### config.mk
export PLATFORM = sky130hd
export DESIGN_NAME = fir_decim_fifo_flat
export DESIGN_NICKNAME = d
export VERILOG_FILES = /design/src/rtl/fir_decim_fifo_if.sv /design/src/rtl/fir_decim_fifo.sv /design/src/flat_wrapper.sv
export SDC_FILE = /design/constraint.sdc
export NUM_CORES = 1
export LEC_CHECK = 0
export ABC_AREA = 1
export CAP_MARGIN = 5
export CORE_UTILIZATION = 53
export CTS_CLUSTER_DIAMETER = 100
export DETAILED_ROUTE_END_ITERATION = 16
export PLACE_DENSITY_LB_ADDON = 0.12
export RECOVER_POWER = 25
export SETUP_SLACK_MARGIN = 0.1
export SLEW_MARGIN = 20
export SYNTH_ARGS = -nofsm -noshare
export SYNTH_HDL_FRONTEND = slang
export SYNTH_SLANG_ARGS = --single-unit
### constraint.sdc
create_clock -name clk -period 2.55 [get_ports clk]
set_input_delay 0.51 -clock clk [delete_from_list [all_inputs] [get_ports clk]]
set_output_delay 0.51 -clock clk [all_outputs]
set_load 0.02 [all_outputs]
### src/rtl/fir_decim_fifo_if.sv
// ---------------------------------------------------------------------------
// fir_decim_fifo_if
//
// Bundles the producer-side strobe/data, the consumer-side handshake and the
// status outputs of fir_decim_fifo into one interface.
//
// Signals:
//   enable    - FIR output strobe, inP is a valid sample this cycle
//   inP       - FIR output sample (signed, BITWIDTH bits)
//   outReady  - consumer accepts outP this cycle
//   clrOvf    - clears the sticky overflow flag (and dropCount if present)
//   outP      - head-of-FIFO sample (signed, BITWIDTH bits)
//   outValid  - FIFO non-empty, outP valid
//   full      - FIFO holds DEPTH samples
//   overflow  - sticky flag, a kept sample was dropped
//   count     - current FIFO occupancy
//   dropCount - saturating drop counter, present only with FIR_DECIM_DROPCNT_EN
//
// Modports: master (testbench / surrounding logic), slave (the FIFO itself).
// Optional feature macro: FIR_DECIM_DROPCNT_EN
// ---------------------------------------------------------------------------
interface fir_decim_fifo_if #(
    parameter int BITWIDTH = 16,
    parameter int DEPTH    = 8
);
    localparam int CNTW = $clog2(DEPTH + 1);

    logic                       enable;
    logic signed [BITWIDTH-1:0] inP;
    logic                       outReady;
    logic                       clrOvf;
    logic signed [BITWIDTH-1:0] outP;
    logic                       outValid;
    logic                       full;
    logic                       overflow;
    logic [CNTW-1:0]            count;
`ifdef FIR_DECIM_DROPCNT_EN
    logic [7:0]                 dropCount;

    modport master (
        output enable, inP, outReady, clrOvf,
        input  outP, outValid, full, overflow, count, dropCount
    );

    modport slave (
        input  enable, inP, outReady, clrOvf,
        output outP, outValid, full, overflow, count, dropCount
    );
`else
    modport master (
        output enable, inP, outReady, clrOvf,
        input  outP, outValid, full, overflow, count
    );

    modport slave (
        input  enable, inP, outReady, clrOvf,
        output outP, outValid, full, overflow, count
    );
`endif
endinterface

### src/rtl/fir_decim_fifo.sv
// ---------------------------------------------------------------------------
// fir_decim_fifo
//
// Decimates a strobed FIR output stream by M (keeps the 1st, (M+1)th, ...
// enabled sample) and buffers the kept samples in a DEPTH-entry
// first-word-fall-through FIFO with a valid/ready consumer handshake.
// Kept samples that find the FIFO full are dropped and flagged.
//
// Parameters:
//   BITWIDTH - sample width
//   M        - decimation factor (1..256)
//   DEPTH    - FIFO depth, power of 2 (2..256)
//
// Ports:
//   clk - single clock, rising edge
//   rst - asynchronous active-high reset
//   bus - fir_decim_fifo_if.slave (strobe/data in, handshake, status out)
//
// Optional feature macro: FIR_DECIM_DROPCNT_EN adds bus.dropCount, an
// 8-bit saturating count of dropped kept samples.
// ---------------------------------------------------------------------------
module fir_decim_fifo #(
    parameter int BITWIDTH = 16,
    parameter int M        = 4,
    parameter int DEPTH    = 8
) (
    input  logic            clk,
    input  logic            rst,
    fir_decim_fifo_if.slave bus
);
    localparam int PTRW = $clog2(DEPTH);
    localparam int CNTW = $clog2(DEPTH + 1);
    localparam int PHW  = (M > 1) ? $clog2(M) : 1;

    logic [BITWIDTH-1:0] mem [DEPTH];

    logic [PHW-1:0]  phase_q, phase_d;
    logic [PTRW-1:0] wrPtr_q, wrPtr_d;
    logic [PTRW-1:0] rdPtr_q, rdPtr_d;
    logic [CNTW-1:0] count_q, count_d;
    logic            overflow_q, overflow_d;

    logic keep;
    logic pop;
    logic push;
    logic drop;

    // Decide keep/pop/push/drop for this cycle and form the next state.
    // A full FIFO still accepts a kept sample when a pop frees a slot in
    // the same cycle; otherwise the kept sample is dropped. Pointers wrap
    // naturally because DEPTH is a power of 2.
    always_comb begin
        keep       = bus.enable && (phase_q == '0);
        pop        = (count_q != '0) && bus.outReady;
        push       = keep && ((count_q != CNTW'(DEPTH)) || pop);
        drop       = keep && !push;

        phase_d    = phase_q;
        wrPtr_d    = wrPtr_q;
        rdPtr_d    = rdPtr_q;
        count_d    = count_q;
        overflow_d = overflow_q;

        if (bus.enable) begin
            phase_d = (phase_q == PHW'(M - 1)) ? '0 : phase_q + PHW'(1);
        end
        if (push) begin
            wrPtr_d = wrPtr_q + PTRW'(1);
        end
        if (pop) begin
            rdPtr_d = rdPtr_q + PTRW'(1);
        end
        case ({push, pop})
            2'b10:   count_d = count_q + CNTW'(1);
            2'b01:   count_d = count_q - CNTW'(1);
            default: count_d = count_q;
        endcase

        // A drop in the same cycle as a clear wins, so the flag stays set.
        if (drop) begin
            overflow_d = 1'b1;
        end else if (bus.clrOvf) begin
            overflow_d = 1'b0;
        end
    end

    // Control state register.
    always_ff @(posedge clk or posedge rst) begin
        if (rst) begin
            phase_q    <= '0;
            wrPtr_q    <= '0;
            rdPtr_q    <= '0;
            count_q    <= '0;
            overflow_q <= 1'b0;
        end else begin
            phase_q    <= phase_d;
            wrPtr_q    <= wrPtr_d;
            rdPtr_q    <= rdPtr_d;
            count_q    <= count_d;
            overflow_q <= overflow_d;
        end
    end

    // Sample storage; contents are don't-care until written, so no reset.
    always_ff @(posedge clk) begin
        if (push) begin
            mem[wrPtr_q] <= bus.inP;
        end
    end

    // Head sample falls straight through from storage; forced to zero while
    // empty so that reset drives outP to 0 without resetting the array.
    assign bus.outP     = (count_q != '0) ? mem[rdPtr_q] : '0;
    assign bus.outValid = (count_q != '0);
    assign bus.full     = (count_q == CNTW'(DEPTH));
    assign bus.count    = count_q;
    assign bus.overflow = overflow_q;

`ifdef FIR_DECIM_DROPCNT_EN
    logic [7:0] dropCount_q, dropCount_d;

    // Saturating drop counter; a drop coinciding with a clear restarts at 1.
    always_comb begin
        dropCount_d = dropCount_q;
        if (drop) begin
            if (bus.clrOvf) begin
                dropCount_d = 8'd1;
            end else if (dropCount_q != 8'hFF) begin
                dropCount_d = dropCount_q + 8'd1;
            end
        end else if (bus.clrOvf) begin
            dropCount_d = 8'd0;
        end
    end

    always_ff @(posedge clk or posedge rst) begin
        if (rst) begin
            dropCount_q <= 8'd0;
        end else begin
            dropCount_q <= dropCount_d;
        end
    end

    assign bus.dropCount = dropCount_q;
`endif
endmodule

### src/flat_wrapper.sv
// flat-port wrapper written by rule: the top's interface ports become plain ports
module fir_decim_fifo_flat 
#(
    parameter int BITWIDTH = 16,
    parameter int M        = 4,
    parameter int DEPTH    = 8
)
  (clk, rst, bus_enable, bus_inP, bus_outReady, bus_clrOvf, bus_outP, bus_outValid, bus_full, bus_overflow, bus_count);
  fir_decim_fifo_if #(.BITWIDTH(BITWIDTH), .DEPTH(DEPTH)) bus_i ();
  input  logic clk;
  input  logic rst;
  input wire logic [$bits(bus_i.enable)-1:0] bus_enable;
  input wire logic [$bits(bus_i.inP)-1:0] bus_inP;
  input wire logic [$bits(bus_i.outReady)-1:0] bus_outReady;
  input wire logic [$bits(bus_i.clrOvf)-1:0] bus_clrOvf;
  output wire logic [$bits(bus_i.outP)-1:0] bus_outP;
  output wire logic [$bits(bus_i.outValid)-1:0] bus_outValid;
  output wire logic [$bits(bus_i.full)-1:0] bus_full;
  output wire logic [$bits(bus_i.overflow)-1:0] bus_overflow;
  output wire logic [$bits(bus_i.count)-1:0] bus_count;
  assign bus_i.enable = bus_enable;
  assign bus_i.inP = bus_inP;
  assign bus_i.outReady = bus_outReady;
  assign bus_i.clrOvf = bus_clrOvf;
  assign bus_outP = bus_i.outP;
  assign bus_outValid = bus_i.outValid;
  assign bus_full = bus_i.full;
  assign bus_overflow = bus_i.overflow;
  assign bus_count = bus_i.count;
  fir_decim_fifo #(.BITWIDTH(BITWIDTH), .M(M), .DEPTH(DEPTH)) u_core (.clk(clk), .rst(rst), .bus(bus_i));
endmodule
Yosys cells after proc, flatten, opt, wreduce, memory -nomap -nowiden
Memory sizes are Yosys's and may differ from the RTL's.
Index checks and enable logic that the tools add are counted.
Widths: inputs -> output; s select.
{"block": "word_totals", "memories": 1, "in_bits": 21, "ram_bits": 128, "wordCells": 33, "register_bits": 13}
{"memory": "u_core.mem", "depth": 8, "width": 16, "rd": 1, "rd_clocked_by_memory_dff": 0, "write_ports": 1, "line_no": "fir_decim_fifo.sv:35", "source": "logic [BITWIDTH-1:0] mem [DEPTH];"}
{"block": "op_classes", "n_eq_ne": 5, "n_mux": 7, "reduce_logical": 10, "addsub": 5}
{"operator": "$mux 16", "n": 1}
{"operator": "$pmux 4 s2", "n": 1}
{"operator": "$add 3x1->3 const B", "n": 2}
{"operator": "$add 4x1->4 const B", "n": 1}
{"operator": "$eq 2x2->1 const B", "n": 2}
{"operator": "$eq 4x4->1 const B", "n": 1}
{"operator": "$logic_and 1x1->1", "n": 4}
{"operator": "$mux 1", "n": 4}
{"operator": "$ne 4x4->1 const B", "n": 1}
{"operator": "$reduce_bool 2->1", "n": 2}
{"operator": "$reduce_bool 4->1", "n": 1}
{"operator": "$sub 4x1->4 const B", "n": 1}
{"operator": "$add 2x1->2 const B", "n": 1}
{"operator": "$eq 2x1->1 const B", "n": 1}
{"operator": "$logic_not 2->1", "n": 1}
{"operator": "$mux 2", "n": 1}
{"operator": "$logic_not 1->1", "n": 1}
{"operator": "$logic_or 1x1->1", "n": 1}

Logic depth before layout (Yosys ltp)
{"block": "depth", "ltp_word": 7, "mapped_depth": 13, "mapped_depth_nobuf": 13}

Worst setup path before layout
No wires, ideal clock.
{"block": "synth_timing", "kind": "flip-flop to flip-flop", "startpoint": "reg u_core.count_q[0] (netlist: u_core.bus.count[0])", "endpoint": "mem u_core.mem[1][0] (enable)", "setup_ns": 0.388, "synth_period_minus_slack_ns": 2.090, "setup_slack_ns": 0.460, "stages_incl_launch_ff": 7, "path_buffers": 0, "arrival_ns": 1.702, "cell_sequence": "dfrtp_1 > nor2_2 > nand4_2 > nand3_4 > inv_1 > nand2_1 > nor2_1"}
{"block": "synth_between", "elab_chain_cells": 6, "elab_cells_between_ends": 7, "cone_classes": "eq/ne: 1; mux: 2; reduce/logical: 4"}
{"item": "from (decl)", "line_no": "fir_decim_fifo.sv:40", "source": "logic [CNTW-1:0] count_q, count_d;"}
{"item": "from (signal assigned)", "line_no": "fir_decim_fifo.sv:99", "source": "count_q <= count_d;"}
{"item": "$reduce_bool 4->1", "line_no": "fir_decim_fifo.sv:54", "source": "pop = (count_q != '0) && bus.outReady;"}
{"item": "$logic_and 1x1->1", "line_no": "fir_decim_fifo.sv:54"}
{"item": "$logic_or 1x1->1 *", "line_no": "fir_decim_fifo.sv:55", "source": "push = keep && ((count_q != CNTW'(DEPTH)) || pop);"}
{"item": "$logic_and 1x1->1 *", "line_no": "fir_decim_fifo.sv:55"}
{"item": "$mux 1 *", "line_no": "fir_decim_fifo.sv:106", "source": "if (push) begin"}
{"item": "$mux 1 (implied by the code) *", "line_no": "fir_decim_fifo.sv:107", "source": "mem[wrPtr_q] <= bus.inP;"}
{"item": "to (decl)", "line_no": "fir_decim_fifo.sv:35"}
Mark *: on every way between the ends. The rest lies on a longest branch, timed or not.

Worst setup path after layout
{"block": "layout_timing", "startpoint": "reg u_core.rdPtr_q[0]", "endpoint": "out bus_outP[5]"}
{"block": "layout_between", "elab_chain_cells": 2}
{"item": "from (decl)", "line_no": "fir_decim_fifo.sv:39", "source": "logic [PTRW-1:0] rdPtr_q, rdPtr_d;"}
{"item": "from (signal assigned)", "line_no": "fir_decim_fifo.sv:98", "source": "rdPtr_q <= rdPtr_d;"}
{"item": "$mem_v2 8x16"}
{"item": "$mux 16", "line_no": "fir_decim_fifo.sv:113", "source": "assign bus.outP = (count_q != '0) ? mem[rdPtr_q] : '0;"}
{"item": "to (decl)", "line_no": "flat_wrapper.sv:16", "source": "output wire logic [$bits(bus_i.outP)-1:0] bus_outP;"}
Every way passes these cells.

==> impl_metrics.ini <==
[worst_setup_path]
path_buf_inv = 3
cp_max_fo = 25
crit_type = flop to output port
path_cells = clkinv_2 -> buf_12 -> nor2_1 -> o22ai_1 -> nor2_1 -> nor2_2 -> buf_4
worst_setup_path_start_kind = flop
slowest_stage = dfrtp_2
regToRegStartpoint = u_core.bus.count[2]$_DFFE_PP0P_
cp.required_ps = 2040
critPathMostFrequentCell = nor2_1
rrSetupSlack_ps = 320
cp_top_family = buffers and inverters
reg2regPathDepth = 13
critical_path_arrival_ps = 1920
worst_setup_path_end_kind = output port
cpPeakStageDelay_ps = 430
r2r_end = u_core.bus.count[2]$_DFFE_PP0P_

[synthesis]
synth_cell_types = 28
ys_ff_latch = 141
syn_inst = 476
avgSynthCellArea_um2 = 12.30
syn_area_um2 = 5853
synth_warnings = 0
yosysSeqAreaShare = 0.7123
synth_nets = 504

[grt]
grt_pass1_wl_um = 20370
grt_pass1_vias = 3775
grt_usage = 0.2427
grt_start_max_net_pins = 37
antenna_found_initial = 0
overflow = 0

[cells_and_area]
nNetsFinal = 579
synthToLayoutAreaGrowth_pct = 25.12
antennaDiodeCount = 0
drive_above_1_share = 0.1968
stdcell_count = 704

[timing]
tightest_slew_ps = 523.0
slew_viol_final = 0
grt_setup_unrepaired = true
final.min_clock_period_ps = 2431
whs_ps = 461.3
hold_violations = 0
fin_setup_tns_ps = 0
slew_headroom = 0.6509
fin_crit_sh = 0.9533
timing.fmax_ghz = 0.4114
setup_viol = 0
fin_skew_ps = 10.16

[power]
peakVddDrop_uv = 567.9
power.share.clock = 0.267
netSwitchingPower_mw = 3.366
p_int_mw = 5.787
p_per_area_nw_per_um2 = 1250
power.share.sequential = 0.320
p_sw_frac = 0.3677
p_comb_frac = 0.414
power.leakage_nw = 2.694

[clock_tree]
root_buffer = clkbuf_8
cts_tree = done
clockBufferDepth = 2
clk_pin_slew_ps = 60
cts.sinks = 141
cts_hold_buf = 0
cts-buffers-inserted = 17
insertion_delay_ps = 520
cts_max_level = 4

[route]
remaining_drc_errors = 0
ant_nets = 0
route.detailed.wl_per_inst_um = 18.82
drt_pass1_iterations = 5
vias = 3937
avgViaCountPerCell = 5.592
drtIter0Drc = 308
drt-total-wl_um = 13250

[floorplanning]
dieArea_um2 = 11470
rows = 38
die_h_um = 107.1
boundaryPins = 44
start_util = 0.5423
coreArea_um2 = 10790
die_w_um = 107.1

[place]
place_congestion = 0.8386
dp_cells = 663
port_buffers = 43
dpl.hpwl_um = 7337

[status]
status = finished, final reports clean

[min_path]
hp-class = input pin to asynchronous set/reset pin

[run]
cap_viol_max_count = 0
## per-stage QoR
| stage | setup WS [ps] | util | power, mW | area, µm² |
|---|---|---|---|---|
| finish | 119.1 | 0.6785 | 9.153 | 7323 |
| global route | 12.36 | 0.6785 | 9.638 | 7323 |
| CTS | 19.18 | 0.6674 | 8.895 | 7203 |
| detailed placement | 147.4 | 0.6100 | 6.496 | 6584 |
| global placement | 160.6 | 0.6100 | 6.402 | 6584 |
| floorplan | 459.7 | - | 5.222 | 5853 |
## cells in the final DEF, fill, tap and decap left out, types with 7 or more instances in the layout
master	count
buf_4	33
inv_1	13
o211ai_1	16
edfxtp_1	128
nor2_1	111
o21ai_1	38
clkbuf_16	19
dlygate4sd3_1	10
dfrtp_1	9
nand2_1	42
buf_2	8
buf_12	7
clkdlybuf4s50_1	15
o21ai_0	33
ha_1	7
nor2_2	11
o22ai_1	16
## cells by family (layout without fill, tap and decap cells)
family / after synthesis / in the layout / synth area share
flip-flops: 141 / 141 / 0.7123
buffers and inverters: 42 / 130 / 0.04190
adder cells (fa/ha/maj): 7 / 7 / 0.01496
AO/OA/AOI/OAI: 105 / 105 / 0.1003
XOR/XNOR: 6 / 6 / 0.008978
AND/OR/NAND/NOR: 175 / 175 / 0.1216
## sequential cells by signal, indices dropped and copies added, names as in the netlist
register / flops
u_core.mem: 128
u_core.bus.count: 4
u_core.rdPtr_q: 3
u_core.wrPtr_q: 3
u_core.phase_q: 2
u_core.bus.overflow: 1
## power groups by stage
stage	clock network, mW	logic (mW)	registers [mW]
6_report	2.44	3.79	2.93
5_1_grt	2.55	4.14	2.95
4_1_cts	2.45	3.53	2.92
3_5_place_dp	0	3.53	2.96
3_3_place_gp	0	3.45	2.95
2_1_floorplan	0	2.26	2.97
## synth_stat cells
library cell / instances / area (µm²)
a21oi_1: 1 / 5.000
buf_1: 1 / 3.750
buf_2: 6 / 30.03
buf_4: 9 / 67.56
buf_6: 6 / 67.56
clkbuf_1: 2 / 7.510
clkbuf_2: 1 / 5.000
dfrtp_1: 13 / 325.3
edfxtp_1: 128 / 3844
ha_1: 7 / 87.58
inv_1: 14 / 52.55
inv_2: 3 / 11.26
nand2_1: 42 / 157.7
nand2_2: 1 / 6.260
nand3_1: 3 / 15.01
nand3_2: 1 / 10.01
nand3_4: 1 / 17.52
nand4_2: 1 / 12.51
nor2_1: 119 / 446.7
nor2_2: 5 / 31.28
nor4_1: 1 / 6.260
o211ai_1: 16 / 120.1
o21ai_0: 42 / 210.2
o21ai_1: 29 / 145.1
o22ai_1: 17 / 106.4
or2_4: 1 / 8.760
xnor2_1: 4 / 35.03
xor2_1: 2 / 17.52
## how the worst max path moves through the flow
stage	startpoint	to	cells after the start
detailed placement	bus_outReady	u_core.bus.count[2]$_DFFE_PP0P_	11
global placement	bus_outReady	u_core.mem[7][11]$_DFFE_PP_	8
global route	u_core.rdPtr_q[0]$_DFFE_PP0P_	bus_outP[5]	7
CTS	u_core.rdPtr_q[0]$_DFFE_PP0P_	bus_outP[3]	7
finish	u_core.rdPtr_q[0]$_DFFE_PP0P_	bus_outP[5]	7
floorplan	u_core.bus.count[0]$_DFFE_PP0P_	u_core.mem[1][0]$_DFFE_PP_	6
## routing by layer
layer	track usage	wire length, µm	share of wire	vias to the layer above
li1	-	-	-	1846
met4	0.08611	172	0.013	0
met5	0	0	0	-
met3	0.04863	695	0.052	16
met2	0.3926	6651	0.50	119
met1	0.3279	5729	0.43	1956
## cell type report
cell class	instances	area (µm²)
Sequential cell	141	4174
Tap cell	140	175.2
Timing Repair Buffer	81	837.1
Inverter	17	67.56
Multi-Input combinational cell	293	1483
Clock buffer	18	417.9
Fill cell	760	3470
Clock inverter	14	168.9
## what timing repair did
| item | CTS | global route |
|---|---|---|
| cloned | 2 | 3 |
| endpoints found under the setup margin | 18 | 17 |
| gates resized for setup | 75 | 28 |
| buffers inserted | 2 | 2 |
| pin swaps | 0 | 4 |
No activity file was read; power rests on OpenSTA's default activity.
